===== config.mk =====
export PLATFORM = sky130hd
export DESIGN_NAME = axis_vid_out
export DESIGN_NICKNAME = d
export VERILOG_FILES = /design/src/rtl/axis_vid_out.sv
export SDC_FILE = /design/constraint.sdc
export NUM_CORES = 1
export LEC_CHECK = 0
export CORE_UTILIZATION = 40
export CTS_CLUSTER_DIAMETER = 60
export CTS_CLUSTER_SIZE = 16
export DETAILED_ROUTE_END_ITERATION = 8
export PLACE_DENSITY_LB_ADDON = 0.05
export SLEW_MARGIN = 20
export SYNTH_ARGS = -nofsm -noshare
export SYNTH_HDL_FRONTEND = slang
export SYNTH_SLANG_ARGS = --single-unit

===== constraint.sdc =====
create_clock -name clk -period 3.2 [get_ports clk]
set_input_delay 0.32 -clock clk [delete_from_list [all_inputs] [get_ports clk]]
set_output_delay 0.32 -clock clk [all_outputs]
set_load 0.005 [all_outputs]

===== src/rtl/axis_vid_out.sv =====
// -----------------------------------------------------------------------------
// axis_vid_out
//
// Converts an AXI4-Stream pixel stream from a frame-buffer reader into a
// parallel video interface (data / hsync / vsync / de) for a DVI transmitter.
//
// A pair of free-running counters (hcnt, vcnt) generates the raster timing.
// A small lock FSM aligns the incoming stream to that raster:
//   HUNT : discard beats until a start-of-frame (tuser) beat is seen; the SOF
//          beat is held (not accepted).
//   WAIT : hold the SOF beat until the raster reaches its last cycle.
//   RUN  : consume exactly one beat per active pixel. A missing beat
//          (underflow) or a beat whose tuser/tlast disagrees with the raster
//          position drops back to HUNT. The raster itself never stops.
//
// Ports
//   clk            pixel clock (single clock domain)
//   resetn         asynchronous active-low reset
//   s_axis_tdata   24-bit pixel from the frame-buffer reader
//   s_axis_tvalid  pixel valid
//   s_axis_tready  pixel accept
//   s_axis_tuser   start of frame marker (first pixel of a frame)
//   s_axis_tlast   end of line marker (last pixel of a line)
//   vid_data       registered pixel, zero when no beat was accepted
//   vid_hsync      registered horizontal sync, active low
//   vid_vsync      registered vertical sync, active low
//   vid_de         registered data enable
//   locked         high while the FSM is in RUN
//   underflow      one-cycle pulse when RUN finds no pixel for an active slot
// -----------------------------------------------------------------------------
module axis_vid_out #(
    parameter int H_ACTIVE = 640,
    parameter int H_FP     = 16,
    parameter int H_SYNC   = 96,
    parameter int H_BP     = 48,
    parameter int V_ACTIVE = 480,
    parameter int V_FP     = 10,
    parameter int V_SYNC   = 2,
    parameter int V_BP     = 33
) (
    input  logic        clk,
    input  logic        resetn,
    input  logic [23:0] s_axis_tdata,
    input  logic        s_axis_tvalid,
    output logic        s_axis_tready,
    input  logic        s_axis_tuser,
    input  logic        s_axis_tlast,
    output logic [23:0] vid_data,
    output logic        vid_hsync,
    output logic        vid_vsync,
    output logic        vid_de,
    output logic        locked,
    output logic        underflow
);

    // -------------------------------------------------------------------------
    // Raster geometry
    // -------------------------------------------------------------------------
    localparam int HT = H_ACTIVE + H_FP + H_SYNC + H_BP;
    localparam int VT = V_ACTIVE + V_FP + V_SYNC + V_BP;
    localparam int HW = (HT > 1) ? $clog2(HT) : 1;
    localparam int VW = (VT > 1) ? $clog2(VT) : 1;

    localparam int HS_START = H_ACTIVE + H_FP;
    localparam int HS_END   = HS_START + H_SYNC;
    localparam int VS_START = V_ACTIVE + V_FP;
    localparam int VS_END   = VS_START + V_SYNC;

    // Lock FSM encoding
    localparam logic [1:0] ST_HUNT = 2'd0;
    localparam logic [1:0] ST_WAIT = 2'd1;
    localparam logic [1:0] ST_RUN  = 2'd2;

    // -------------------------------------------------------------------------
    // Timing counters
    // -------------------------------------------------------------------------
    logic [HW-1:0] hcnt;
    logic [VW-1:0] vcnt;
    logic          h_end;
    logic          v_end;

    assign h_end = (int'(hcnt) == HT - 1);
    assign v_end = (int'(vcnt) == VT - 1);

    // NOTE: every clocked register uses non-blocking assignments so all flops
    // sample their inputs from the same pre-edge values.
    always_ff @(posedge clk or negedge resetn) begin
        if (!resetn) begin
            hcnt <= '0;
            vcnt <= '0;
        end else if (h_end) begin
            hcnt <= '0;
            vcnt <= v_end ? '0 : vcnt + VW'(1);
        end else begin
            hcnt <= hcnt + HW'(1);
        end
    end

    // -------------------------------------------------------------------------
    // Raster decode (combinational, from current counter state)
    // -------------------------------------------------------------------------
    logic active;
    logic hs_i;
    logic vs_i;
    logic sof_pos;
    logic eol_pos;

    assign active  = (int'(hcnt) < H_ACTIVE) && (int'(vcnt) < V_ACTIVE);
    assign hs_i    = !((int'(hcnt) >= HS_START) && (int'(hcnt) < HS_END));
    assign vs_i    = !((int'(vcnt) >= VS_START) && (int'(vcnt) < VS_END));
    assign sof_pos = (hcnt == '0) && (vcnt == '0);
    assign eol_pos = (int'(hcnt) == H_ACTIVE - 1);

    // -------------------------------------------------------------------------
    // Stream checks, meaningful only in RUN
    // -------------------------------------------------------------------------
    logic err_uf;   // active slot with no pixel available
    logic err_sof;  // tuser disagrees with raster origin
    logic err_eol;  // tlast disagrees with last active column
    logic err;

    assign err_uf  = active && !s_axis_tvalid;
    assign err_sof = active && s_axis_tvalid && (s_axis_tuser != sof_pos);
    assign err_eol = active && s_axis_tvalid && (s_axis_tlast != eol_pos);
    assign err     = err_uf || err_sof || err_eol;

    // -------------------------------------------------------------------------
    // Lock FSM
    // -------------------------------------------------------------------------
    logic [1:0] state;
    logic [1:0] state_nxt;
    logic       ready_c;
    logic       ready_en;  // low during reset and for the first cycle after it
    logic       accept;

    // NOTE: every signal assigned in this block gets a default first, so no
    // path through the case statement can leave one unassigned (no latches).
    always_comb begin
        state_nxt = state;
        ready_c   = 1'b0;
        unique case (state)
            ST_HUNT: begin
                // Non-SOF beats are accepted and dropped; an SOF beat is held.
                ready_c = !(s_axis_tvalid && s_axis_tuser);
                if (ready_en && s_axis_tvalid && s_axis_tuser) begin
                    state_nxt = ST_WAIT;
                end
            end
            ST_WAIT: begin
                if (h_end && v_end) begin
                    state_nxt = ST_RUN;
                end
            end
            ST_RUN: begin
                // Blanking stalls the source; any stream error refuses the beat.
                ready_c = active && !err;
                if (err) begin
                    state_nxt = ST_HUNT;
                end
            end
            default: begin
                state_nxt = ST_HUNT;
            end
        endcase
    end

    assign s_axis_tready = ready_en && ready_c;
    assign accept        = (state == ST_RUN) && s_axis_tvalid && s_axis_tready;

    always_ff @(posedge clk or negedge resetn) begin
        if (!resetn) begin
            state    <= ST_HUNT;
            ready_en <= 1'b0;
            locked   <= 1'b0;
        end else begin
            state    <= state_nxt;
            ready_en <= 1'b1;
            // Tracks the next state so that locked is high exactly in RUN.
            locked   <= (state_nxt == ST_RUN);
        end
    end

    // -------------------------------------------------------------------------
    // Output registers: one cycle behind the counters in every FSM state
    // -------------------------------------------------------------------------
    always_ff @(posedge clk or negedge resetn) begin
        if (!resetn) begin
            vid_data  <= '0;
            vid_de    <= 1'b0;
            vid_hsync <= 1'b1;
            vid_vsync <= 1'b1;
            underflow <= 1'b0;
        end else begin
            vid_data  <= accept ? s_axis_tdata : '0;
            vid_de    <= active;
            vid_hsync <= hs_i;
            vid_vsync <= vs_i;
            // Misalignment errors fall back to HUNT silently; only a missing
            // pixel is reported.
            underflow <= (state == ST_RUN) && err_uf;
        end
    end

endmodule


==> results_dict.tcl <==
set metrics [dict create \
    vias_per_cell 4.92 \
    grt_pass1_wl_mm 7.40 \
    final_nets 298 \
    synth_ff_type "dfrtp_1" \
    hold_violations 0 \
    cp-start-kind "flop" \
    cts_hold_buffers 0 \
    worst_pin_slew_ns 0.926 \
    drt_iter0_drc 72 \
    synth_top_area_share_pct 56.7 \
    required_ns 2.88 \
    synth_edf_count 0 \
    synthToLayoutAreaGrowth_pct 37.4 \
    antenna_found_initial 0 \
    clock_latency_ns 0.31 \
    cts_buffers 5 \
    layout-drive-gt1-share_pct 10.2 \
    die_y_um 76.3 \
    post-route-drc-count 0 \
    status "completed" \
    dp_slack_ns 0.170 \
    wire_per_inst_um 13.0 \
    endpoint_kind "primary output" \
    worst_slack_ns 0.198 \
    slowest_stage "or4_1" \
    cts_sinks 52 \
    start_util_pct 42.4 \
    r2r_slack_ns 0.83 \
    path_class "flop to primary output" \
    worstReg2RegEnd "vcnt[7]$_DFFE_PN0N_" \
    critical_path_depth 6 \
    antenna_cells 0 \
    num_rows 26 \
    ir_drop_v 0.000213 \
    reg2reg_from "hcnt[0]$_DFF_PN0_" \
    slowest_delay_ns 0.55 \
    max_slew_margin_pct 38.3 \
    grt_max_degree 43 \
    postRouteAntennaNets 0 \
    ys_types 43 \
    fmax_ghz 0.333 \
    overflow 0 \
    clk_pin_slew_ns 0.09 \
    drt-pass1-iter-count 4 \
    path_buf_inv 1 \
    track_usage_pct 16.3 \
    fin_crit_ns 3.00 \
    period_share_pct 93.8 \
    coreArea_um2 5200 \
    wirelength_mm 4.35 \
    setup_violations 0 \
    dp_hpwl_mm 3.15 \
    root_buffer "clkbuf_8" \
    rr_worst_depth 6 \
    die_x_um 76.3 \
    crit_chain "or4_1 > or3b_4 > o31a_1 > or2_2 > o22ai_1 > dlygate4sd2_1" \
    netlist_instances 195 \
    rsz0062_at_grt "false" \
    critical-path-top-delay-family "simple AND/OR/NAND/NOR gates" \
    slew_violations 0 \
    pin_count 59 \
    fin_util_pct 58.3 \
    fin_setup_tns_ns 0 \
    synth_area_um2 2210 \
    place_congestion 0.792 \
    cp-startpoint "vcnt[8]$_DFFE_PN0N_" \
    vias 1652 \
    path_max_fanout 3 \
    hold_path.class "primary input to async pin" \
    cap_violations 0 \
    syn-num-nets 228 \
    syn_area_per_cell_um2 11.3 \
    fin_worst_skew_ns 0.00546 \
    cts_tree "yes" \
    synth.area.top_cells "dfrtp_1 57%, and2_1 7.1%, dfstp_2 2.4%" \
    leakage_nw 1.34 \
    dieArea_um2 5820 \
    yosys.area.top_type "dfrtp_1" \
    ys_seq_area_share_pct 59.1 \
    crit_arrival_ns 2.68 \
    cp-endpoint "s_axis_tready" \
    ys_async_sr_fraction_pct 100 \
    grt_pass1_vias 1615 \
    synth_seq_cells 52 \
    cts_max_level 2 \
    clk_path_buf_depth 2 \
    place.port_buffers 58 \
    p_per_area_nw_per_um2 371 \
    yosysWarnings 0 \
]
## sequential cells by signal, indices dropped and copies added, names as in the netlist
register and count:
hcnt 10, underflow 1, vcnt 10, vid_hsync 1, vid_de 1, locked 1, ready_en 1, vid_data 24
state 2, vid_vsync 1
## power by group
group          internal, mW  switching (mW)
logic                0.0358          0.0221
clock network         0.181           0.221
registers             0.660         0.00329
## layer usage
| metal | up-vias | part of all wire, % | track usage (%) |
|---|---|---|---|
| li1 | 818 | - | - |
| met1 | 783 | 46 | 20.9 |
| met2 | 45 | 46 | 25.5 |
| met3 | 6 | 7.3 | 5.99 |
| met4 | 0 | 1.4 | 5.77 |
| met5 | - | 0 | 0 |
## layout by cell type (no fill, tap or decap), types with 3 or more instances in the layout
| cell type | synthesis | final |
|---|---|---|
| xnor2_1 | 5 | 5 |
| and2_1 | 25 | 25 |
| nor3_1 | 4 | 4 |
| or4_1 | 4 | 4 |
| inv_1 | 5 | 5 |
| ha_1 | 4 | 4 |
| nand2_1 | 14 | 14 |
| clkbuf_8 | 0 | 6 |
| nor4_2 | 1 | 3 |
| nand3_1 | 8 | 8 |
| nor3b_1 | 3 | 3 |
| nand4_1 | 5 | 5 |
| o21ai_0 | 10 | 10 |
| nor2_1 | 9 | 9 |
| dfrtp_1 | 50 | 50 |
| buf_4 | 2 | 10 |
| clkdlybuf4s50_1 | 0 | 56 |
| xor2_1 | 6 | 6 |
| and3_1 | 4 | 4 |
## kinds of logic after synthesis
family | after synthesis | share of synthesized area, %
simple gates | 94 | 25.4
buf+inv | 10 | 2.04
xor+xnor | 11 | 4.36
fa+ha+maj | 4 | 2.27
flops | 52 | 59.1
other cells | 1 | 0.170
compound gates | 23 | 6.69
## layout make-up
cell class | instances | area [µm²]
clock buffers | 6 | 82.6
repair buffers | 68 | 649
fillers | 470 | 2170
well taps | 70 | 87.6
flip-flops and latches | 52 | 1300
inverters | 5 | 18.8
multi-input cells | 133 | 873
clock inverters | 2 | 17.5
## cell usage after synthesis, types with 4 or more instances
cell	number
dfrtp_1	50
and2_1	25
nand2_1	14
o21ai_0	10
nor2_1	9
nand3_1	8
xor2_1	6
inv_1	5
nand4_1	5
xnor2_1	5
and3_1	4
ha_1	4
nor3_1	4
or4_1	4
## worst min-delay path by stage
| stage | slack, ns | endpoint | from |
|---|---|---|---|
| finish | 0.15 | vcnt[3]$_DFFE_PN0N_ | resetn |
| detailed placement | 0.48 | vcnt[8]$_DFFE_PN0N_ | vcnt[8]$_DFFE_PN0N_ |
| global route | 0.20 | vid_data[16]$_DFF_PN0_ | resetn |
| global placement | 0.47 | hcnt[0]$_DFF_PN0_ | hcnt[0]$_DFF_PN0_ |
| CTS | 0.17 | vcnt[6]$_DFFE_PN0N_ | resetn |
| floorplan | 0.02 | hcnt[0]$_DFF_PN0_ | resetn |
## per-stage QoR
step | cells | power [mW] | hold WS, ns | instance area, µm²
floorplan | 195 | 0.686 | 0.0244 | 2210
global placement | 326 | 0.737 | 0.472 | 2910
detailed placement | 326 | 0.737 | 0.479 | 2910
CTS | 336 | 1.14 | 0.170 | 3030
global route | 336 | 1.18 | 0.205 | 3030
finish | 336 | 1.12 | 0.150 | 3030
## what timing repair did
item / in CTS / in global routing
pin swaps: 0 / 1
gates resized for setup: 2 / 1
setup endpoints to repair: 1 / 1
buffers inserted: 2 / 0
Power figures use the tool's default switching activity.
